==> config.mk <==
export PLATFORM = sky130hd
export DESIGN_NAME = polygon_draw_sequencer
export DESIGN_NICKNAME = d
export VERILOG_FILES = /design/src/rtl/gpu_draw_pkg.sv /design/src/rtl/gap_timer.sv /design/src/rtl/polygon_draw_sequencer.sv
export SDC_FILE = /design/constraint.sdc
export NUM_CORES = 1
export LEC_CHECK = 0
export BUFFER_PORTS_ARGS = -buffer_cell sky130_fd_sc_hd__clkbuf_2
export CAP_MARGIN = 15
export CORE_MARGIN = 3
export CORE_UTILIZATION = 55
export DETAILED_ROUTE_END_ITERATION = 8
export GPL_ROUTABILITY_DRIVEN = 0
export PLACE_DENSITY = 0.8
export SLEW_MARGIN = 20
export SYNTH_ARGS = -nofsm -noshare
export SYNTH_HDL_FRONTEND = slang
export SYNTH_SLANG_ARGS = --single-unit
export TNS_END_PERCENT = 30
==> constraint.sdc <==
create_clock -name clk -period 3.5 [get_ports clk]
set_clock_uncertainty 0.1 [all_clocks]
set_input_delay 0.7 -clock clk [delete_from_list [all_inputs] [get_ports clk]]
set_output_delay 0.7 -clock clk [all_outputs]
set_load 0.01 [all_outputs]
==> src/rtl/gpu_draw_pkg.sv <==
// Shared types and default parameters for the GPU drawing sequencers.
package gpu_draw_pkg;

  localparam int unsigned DefMaxEdges  = 4;
  localparam int unsigned DefCoordW    = 10;
  localparam int unsigned DefGapCycles = 1;

  typedef enum logic [2:0] {
    StIdle,
    StLoad,
    StDraw,
    StGap,
    StDone,
    StDoneWait
  } seq_state_e;

endpackage

==> src/rtl/gap_timer.sv <==
// Loadable down-counter; expire is high on the last counted cycle.
module gap_timer #(
  parameter int unsigned WIDTH = 1
) (
  input  logic             clk,
  input  logic             n_rst,
  input  logic             load,
  input  logic [WIDTH-1:0] load_val,
  input  logic             count,
  output logic             expire
);

  logic [WIDTH-1:0] cnt_q, cnt_d;

  always_comb begin
    cnt_d = cnt_q;
    if (load) begin
      cnt_d = load_val;
    end else if (count && (cnt_q != '0)) begin
      cnt_d = cnt_q - WIDTH'(1);
    end
  end

  always_ff @(posedge clk or negedge n_rst) begin
    if (!n_rst) begin
      cnt_q <= '0;
    end else begin
      cnt_q <= cnt_d;
    end
  end

  assign expire = (cnt_q == WIDTH'(1));

endmodule

==> src/rtl/polygon_draw_sequencer.sv <==
// Walks the edges of a latched polygon and hands each edge to a line drawer.
// Optional abort port pair is enabled by defining SEQ_ABORT_EN.
module polygon_draw_sequencer
  import gpu_draw_pkg::*;
#(
  parameter int unsigned MAX_EDGES  = DefMaxEdges,
  parameter int unsigned COORD_W    = DefCoordW,
  parameter int unsigned GAP_CYCLES = DefGapCycles
) (
  input  logic                              clk,
  input  logic                              n_rst,
`ifdef SEQ_ABORT_EN
  input  logic                              seq_abort,
  output logic                              seq_aborted,
`endif
  input  logic                              seq_en,
  input  logic [$clog2(MAX_EDGES+1)-1:0]    edge_count,
  input  logic [MAX_EDGES*COORD_W-1:0]      vx,
  input  logic [MAX_EDGES*COORD_W-1:0]      vy,
  input  logic                              draw_done,
  output logic                              draw_en,
  output logic [COORD_W-1:0]                x0,
  output logic [COORD_W-1:0]                y0,
  output logic [COORD_W-1:0]                x1,
  output logic [COORD_W-1:0]                y1,
  output logic                              busy,
  output logic                              seq_done,
  output logic                              seq_err
);

  localparam int unsigned EW = $clog2(MAX_EDGES + 1);
  localparam int unsigned GW = (GAP_CYCLES > 1) ? $clog2(GAP_CYCLES + 1) : 1;

  seq_state_e                 state_q, state_d;
  logic [EW-1:0]              idx_q, idx_d, cnt_q;
  logic [MAX_EDGES*COORD_W-1:0] vx_q, vy_q;
  logic [COORD_W-1:0]         x0_q, y0_q, x1_q, y1_q;
  logic                       seq_err_q, err_d;
  logic                       latch, ep_load, gap_load, gap_count, gap_expire, abort;
  logic [EW-1:0]              ep_a, ep_b, nxt_a, nxt_b;
  logic                       last_edge, req_valid;

  function automatic logic [COORD_W-1:0] vsel(input logic [MAX_EDGES*COORD_W-1:0] v,
                                              input logic [EW-1:0] i);
    return v[int'(i)*COORD_W +: COORD_W];
  endfunction

`ifdef SEQ_ABORT_EN
  logic aborted_q;
  assign abort       = seq_abort;
  assign seq_aborted = aborted_q;

  always_ff @(posedge clk or negedge n_rst) begin
    if (!n_rst) begin
      aborted_q <= 1'b0;
    end else begin
      aborted_q <= seq_abort && (state_q != StIdle);
    end
  end
`else
  assign abort = 1'b0;
`endif

  assign req_valid = (edge_count == EW'(1)) ||
                     ((edge_count >= EW'(3)) && (edge_count <= EW'(MAX_EDGES)));
  // Closing edge wraps to vertex 0; the open segment has a single edge.
  assign last_edge = (cnt_q == EW'(1)) || (idx_q == cnt_q - EW'(1));
  assign nxt_a     = idx_q + EW'(1);
  assign nxt_b     = (nxt_a + EW'(1) == cnt_q) ? '0 : nxt_a + EW'(1);

  always_comb begin
    state_d   = state_q;
    idx_d     = idx_q;
    latch     = 1'b0;
    ep_load   = 1'b0;
    ep_a      = nxt_a;
    ep_b      = nxt_b;
    err_d     = 1'b0;
    gap_load  = 1'b0;
    gap_count = 1'b0;
    unique case (state_q)
      StIdle: begin
        if (seq_en) begin
          if (req_valid) begin
            latch   = 1'b1;
            state_d = StLoad;
          end else begin
            err_d = 1'b1;
          end
        end
      end
      StLoad: begin
        idx_d   = '0;
        ep_load = 1'b1;
        ep_a    = EW'(0);
        ep_b    = EW'(1);
        state_d = StDraw;
      end
      StDraw: begin
        if (draw_done) begin
          if (last_edge) begin
            state_d = StDone;
          end else begin
            idx_d   = nxt_a;
            ep_load = 1'b1;
            if (GAP_CYCLES == 0) begin
              state_d = StDraw;
            end else begin
              gap_load = 1'b1;
              state_d  = StGap;
            end
          end
        end
      end
      StGap: begin
        gap_count = 1'b1;
        if (gap_expire) state_d = StDraw;
      end
      StDone:     state_d = StDoneWait;
      StDoneWait: state_d = StIdle;
      default:    state_d = StIdle;
    endcase
    if (abort && (state_q != StIdle)) begin
      state_d  = StIdle;
      ep_load  = 1'b0;
      gap_load = 1'b0;
    end
  end

  gap_timer #(
    .WIDTH(GW)
  ) u_gap_timer (
    .clk     (clk),
    .n_rst   (n_rst),
    .load    (gap_load),
    .load_val(GW'(GAP_CYCLES)),
    .count   (gap_count),
    .expire  (gap_expire)
  );

  always_ff @(posedge clk or negedge n_rst) begin
    if (!n_rst) begin
      state_q   <= StIdle;
      idx_q     <= '0;
      cnt_q     <= '0;
      vx_q      <= '0;
      vy_q      <= '0;
      x0_q      <= '0;
      y0_q      <= '0;
      x1_q      <= '0;
      y1_q      <= '0;
      seq_err_q <= 1'b0;
    end else begin
      state_q   <= state_d;
      idx_q     <= idx_d;
      seq_err_q <= err_d;
      if (latch) begin
        vx_q  <= vx;
        vy_q  <= vy;
        cnt_q <= edge_count;
      end
      if (ep_load) begin
        x0_q <= vsel(vx_q, ep_a);
        y0_q <= vsel(vy_q, ep_a);
        x1_q <= vsel(vx_q, ep_b);
        y1_q <= vsel(vy_q, ep_b);
      end
    end
  end

  assign draw_en  = (state_q == StDraw);
  assign busy     = (state_q != StIdle);
  assign seq_done = (state_q == StDone) && !abort;
  assign seq_err  = seq_err_q;
  assign x0       = x0_q;
  assign y0       = y0_q;
  assign x1       = x1_q;
  assign y1       = y1_q;

endmodule

; ---- Word level (Yosys, flattened, before mapping)
; Cells that the tools add are included.
[op_classes]
add_sub_neg = 4
multipliers = 2
magnitude_cmp = 2
eq_ne = 13
shifts = 4
muxes = 25
reduce_logical = 10
[ops]
columns = op, count
row1 = 40-bit by 8-bit variable part select with 10-bit output, 4
row2 = 3-bit 2-to-1 mux, 10
row3 = 3-bit case mux with 5 select lines, 1
row4 = 3-bit by 3-bit multiplier with 6-bit output (second input constant), 2
row5 = 1-bit 2-to-1 mux, 12
row6 = 3-bit by 1-bit == test with 1-bit output (second input constant), 3
row7 = 2-bit inequality test (second input constant), 4
row8 = 3-bit by 1-bit adder with 3-bit output (second input constant), 2
row9 = 3-bit by 2-bit == test with 1-bit output (second input constant), 2
row10 = 3-bit == test, 2
row11 = 3-bit case mux with 2 select lines, 1
row12 = 4-bit AND reduction, 1
row13 = 2-bit nonzero test, 2
row14 = 3-bit == test (second input constant), 1
row15 = 3-bit by 2-bit >= comparator with 1-bit output (second input constant), 1
row16 = 3-bit <= comparator (second input constant), 1
row17 = 3-bit zero test, 1
row18 = 3-bit AND reduction, 1
row19 = 3-bit nonzero test, 1
row20 = 3-bit by 1-bit subtractor with 3-bit output (second input constant), 1
row21 = 1-bit logical AND, 2
row22 = 1-bit logical OR, 2
row23 = 2-bit by 1-bit inequality test with 1-bit output (second input constant), 1
row24 = 1-bit case mux with 2 select lines, 1
row25 = 1-bit subtractor (second input constant), 1
[totals]
reg_bits = 131
output_inout_bits = 44

; ---- Logic depth before layout (Yosys ltp)
[logic_depth]
word_depth = 7
mapped_depth = 11

; ---- Cells and area by module
; From an unflattened synthesis, not the netlist that was laid out.
[unflattened]
hier_cells = 596
area_unflattened_um2 = 6701.4
[by_module_without_submodules]
columns = module, instances, cells_each, area_each_um2
row1 = polygon_draw_sequencer, 1, 592, 6657.6
row2 = gap_timer, 1, 4, 43.8

; ---- Least setup slack after synthesis
; OpenSTA, ideal clock, no wires.
[synth_timing]
path_kind = reg-to-reg
startpoint = register idx_q[0]
endpoint = register y1_q[0] (netlist: y1[0])
arrival_time_ns = 2.523
t_required_ns = 3.278
path_slack_ns = 0.755
stages_incl_launch_ff = 11
n_path_buf = 2
synth_period_minus_slack_ns = 2.745
path_cell_list = dfrtp_1 > clkbuf_1 > inv_1 > ha_1 > or2_2 > a2111oi_0 > or4_1 > a21o_1 > buf_2 > o211ai_1 > a32o_1
[synth_between]
elab_chain_len = 7
[synth_rtl]
columns = item, line_no
row1 = start: declaration, polygon_draw_sequencer.sv:35  ; logic [EW-1:0] idx_q, idx_d, cnt_q;
row2 = start signal: assignment, polygon_draw_sequencer.sv:155  ; idx_q <= idx_d;
row3 = 3-bit by 1-bit adder with 3-bit output, polygon_draw_sequencer.sv:68  ; assign nxt_a = idx_q + EW'(1);
row4 = 3-bit by 1-bit adder with 3-bit output, polygon_draw_sequencer.sv:69  ; assign nxt_b = (nxt_a + EW'(1) == cnt_q) ? '0 : nxt_a + EW'(1);
row5 = 3-bit == test, polygon_draw_sequencer.sv:69
row6 = 3-bit 2-to-1 mux, polygon_draw_sequencer.sv:69
row7 = 3-bit 2-to-1 mux, polygon_draw_sequencer.sv:81  ; unique case (state_q)
row8 = 3-bit by 3-bit multiplier with 6-bit output, polygon_draw_sequencer.sv:45  ; return v[int'(i)*COORD_W +: COORD_W];
row9 = 40-bit by 8-bit variable part select with 10-bit output, polygon_draw_sequencer.sv:45
row10 = end signal: assignment, polygon_draw_sequencer.sv:166  ; y1_q <= vsel(vy_q, ep_b);
row11 = end: declaration, polygon_draw_sequencer.sv:37  ; logic [COORD_W-1:0] x0_q, y0_q, x1_q, y1_q;
; Parallel ways exist; a longest one is shown, timed or not.
; A chain may end at the register's enable or synchronous reset.

; ---- Final worst setup path
; Ends and elaborated chain as after synthesis.

==> out/results.ini <==
[setup_path]
r2r-end=y1[0]
cp_top_family=compound AO/OA/AOI/OAI gates
critical_path_required_ns=3.71
crit_path_start=idx_q[0]
crit_buf_inv=3
crit_slowest_cell=ha_1
crit_type=reg -> reg
crit_cells=9
cpPeakStageDelay_ns=0.59
r2r_cells=9
reg2reg_from=idx_q[0]
cp-start-kind=flip-flop
endpoint_kind=flip-flop
rrSetupSlack_ns=0.46
cp_max_fo=20
endpoint=y1[0]
cp.arrival_ns=3.25
crit_chain=inv_1 -> ha_1 -> clkinv_1 -> nand2_1 -> a311o_1 -> a21o_1 -> buf_4 -> o211ai_1 -> a32o_1

[finish]
stdcell_count=879
multi_input_area_um2=3140
seq_area_um2=3280
fillers=842
n_antenna_cell=0
area_growth_pct=20.9
postLayoutCellArea_um2=8010
nNetsFinal=814
drive_above_1_share_pct=36.1

[cts]
htree_levels=4
cts_setup_buffers=0
cts.sinks=131
clk_latency_ns=0.42
numCtsBuffers=17
post_cts_resized=0
clockBufferDepth=2
cts_root_buf=clkbuf_16
cts_tree=built
clkSlewWorstSetupHoldPaths_ns=0.06
holdBufCountCts=0

[logic_synthesis]
synth_fp_nets=696
avgSynthCellArea_um2=11.0
synth_ff_type=dfrtp_1
synth_cell_types=49
synth_edf_count=0
ys_seq_area_share_pct=49.5
async_flop_share_pct=100
synthTopCellsByCount=131 x dfrtp_1, 84 x mux2_2, 81 x nand2_1
yosysTopAreaCell=dfrtp_1
yosysMostFrequentCell=dfrtp_1
syn_area_um2=6630
syn_inst=605
synth_top_area_share_pct=49.5
synth-seq-cells=131
synth.area.top_cells=dfrtp_1 49%, mux2_2 14%, mux2i_1 6.3%
synth_warnings=0

[timing]
fin_setup_tns_ns=0
worst_slew_pin_slew_ns=0.746
setup_viol=0
layout_min_cycle_time_ns=3.04
max_slew_margin_pct=50.2
timing.fmax_ghz=0.329
slew_violations=0
hold_viol=0
post-route-period-util_pct=86.8
rsz0062_at_grt=no

[floorplan]
ios=131
core-area_um2=11600
num_rows=39
chipHeight_um=116
initial_core_util_pct=57.0
die_w_um=116
dieArea_um2=13400

[global_routing]
grt_pass1_wl_um=28000
track_usage_pct=27.7
grt_pass1_vias=5470
grt_max_degree=57
antenna_found_initial=0
grt_overflow_total=0

[pwr]
peakVddDrop_mv=0.526
p_total_mw=8.51
leakage_nw=3.90
p_per_area_nw_per_um2=1060

[detailed_routing]
ant_nets=0
avgViaCountPerCell=6.20
wl_um=17900
vias=5446
drc=0
wl_per_cell_um=20.3
drtPass1Iterations=5
initialDrtViolationCount=516

[worst_hold_path]
hold_class=in -> async

[placed_design]
dpl.cell_count=847
io_buffers=130
place_area_um2=7410
post-dp-hpwl_um=12700

[run]
maxCapViolations=0

[run_status]
status=complete, no violations

## state kept, by name, summed over array words and instances (netlist names)
signal,count
vy_q,40
y1,10
y0,10
vx_q,40
x1,10
idx_q,3
x0,10
state_q,3
u_gap_timer.expire,1
seq_err,1
cnt_q,3
## final cells by class
class / instances / share of cell area, %
Inverter: 10 / 0.468
Tap cell: 143 / 2.23
Clock inverter: 10 / 1.51
Sequential cell: 131 / 40.9
Clock buffer: 22 / 5.92
Multi-Input combinational cell: 421 / 39.2
Timing Repair Buffer: 142 / 9.74
## cell usage in the layout (no fill, tap or decap), types with 7 or more instances in the layout
| master | netlist | final |
|---|---|---|
| a21oi_1 | 7 | 7 |
| mux2_2 | 84 | 84 |
| a22o_1 | 10 | 10 |
| nor2_1 | 27 | 26 |
| nand2_1 | 81 | 80 |
| dfrtp_1 | 131 | 130 |
| mux2i_1 | 42 | 42 |
| o21ai_0 | 47 | 46 |
| inv_1 | 9 | 9 |
| o22a_1 | 10 | 10 |
| clkbuf_16 | 0 | 17 |
| nand3_1 | 30 | 30 |
| buf_4 | 0 | 10 |
| a32o_1 | 29 | 29 |
| clkbuf_2 | 0 | 129 |
## worst min-delay path by stage
stage,endpoint,cells past startpoint
floorplan,cnt_q[0],0
global placement,y0[3],1
detailed placement,x0[8],1
CTS,seq_err,1
global route,seq_err,1
finish,seq_err,1
## cells by family after synthesis
logic type	share of synthesized area (%)
flops	49.5
simple gates	10.6
xor+xnor	1.32
fa+ha+maj	0.755
buf+inv	3.55
compound gates	13.7
mux	20.6
## where the power goes
part,internal (mW),switching (mW)
clock network,1.11,0.667
registers,2.20,0.642
logic,1.69,2.20
## metal layers
metal | global-route usage, % | share of wire (%) | vias up
met4 | 14.2 | 4.1 | 0
met5 | 0 | 0 | -
li1 | - | - | 2435
met3 | 6.84 | 7.0 | 55
met2 | 46.5 | 51 | 266
met1 | 33.1 | 38 | 2690
## through the flow
step	hold slack [ns]	setup slack [ns]	util (%)
final	0.230	0.462	69.0
after global routing	0.269	0.252	69.0
after CTS	0.255	0.553	69.0
after detailed placement	0.390	0.561	63.8
after global placement	0.391	0.688	63.8
after floorplan	0.304	0.755	-
No activity file was read; power rests on OpenSTA's default activity.
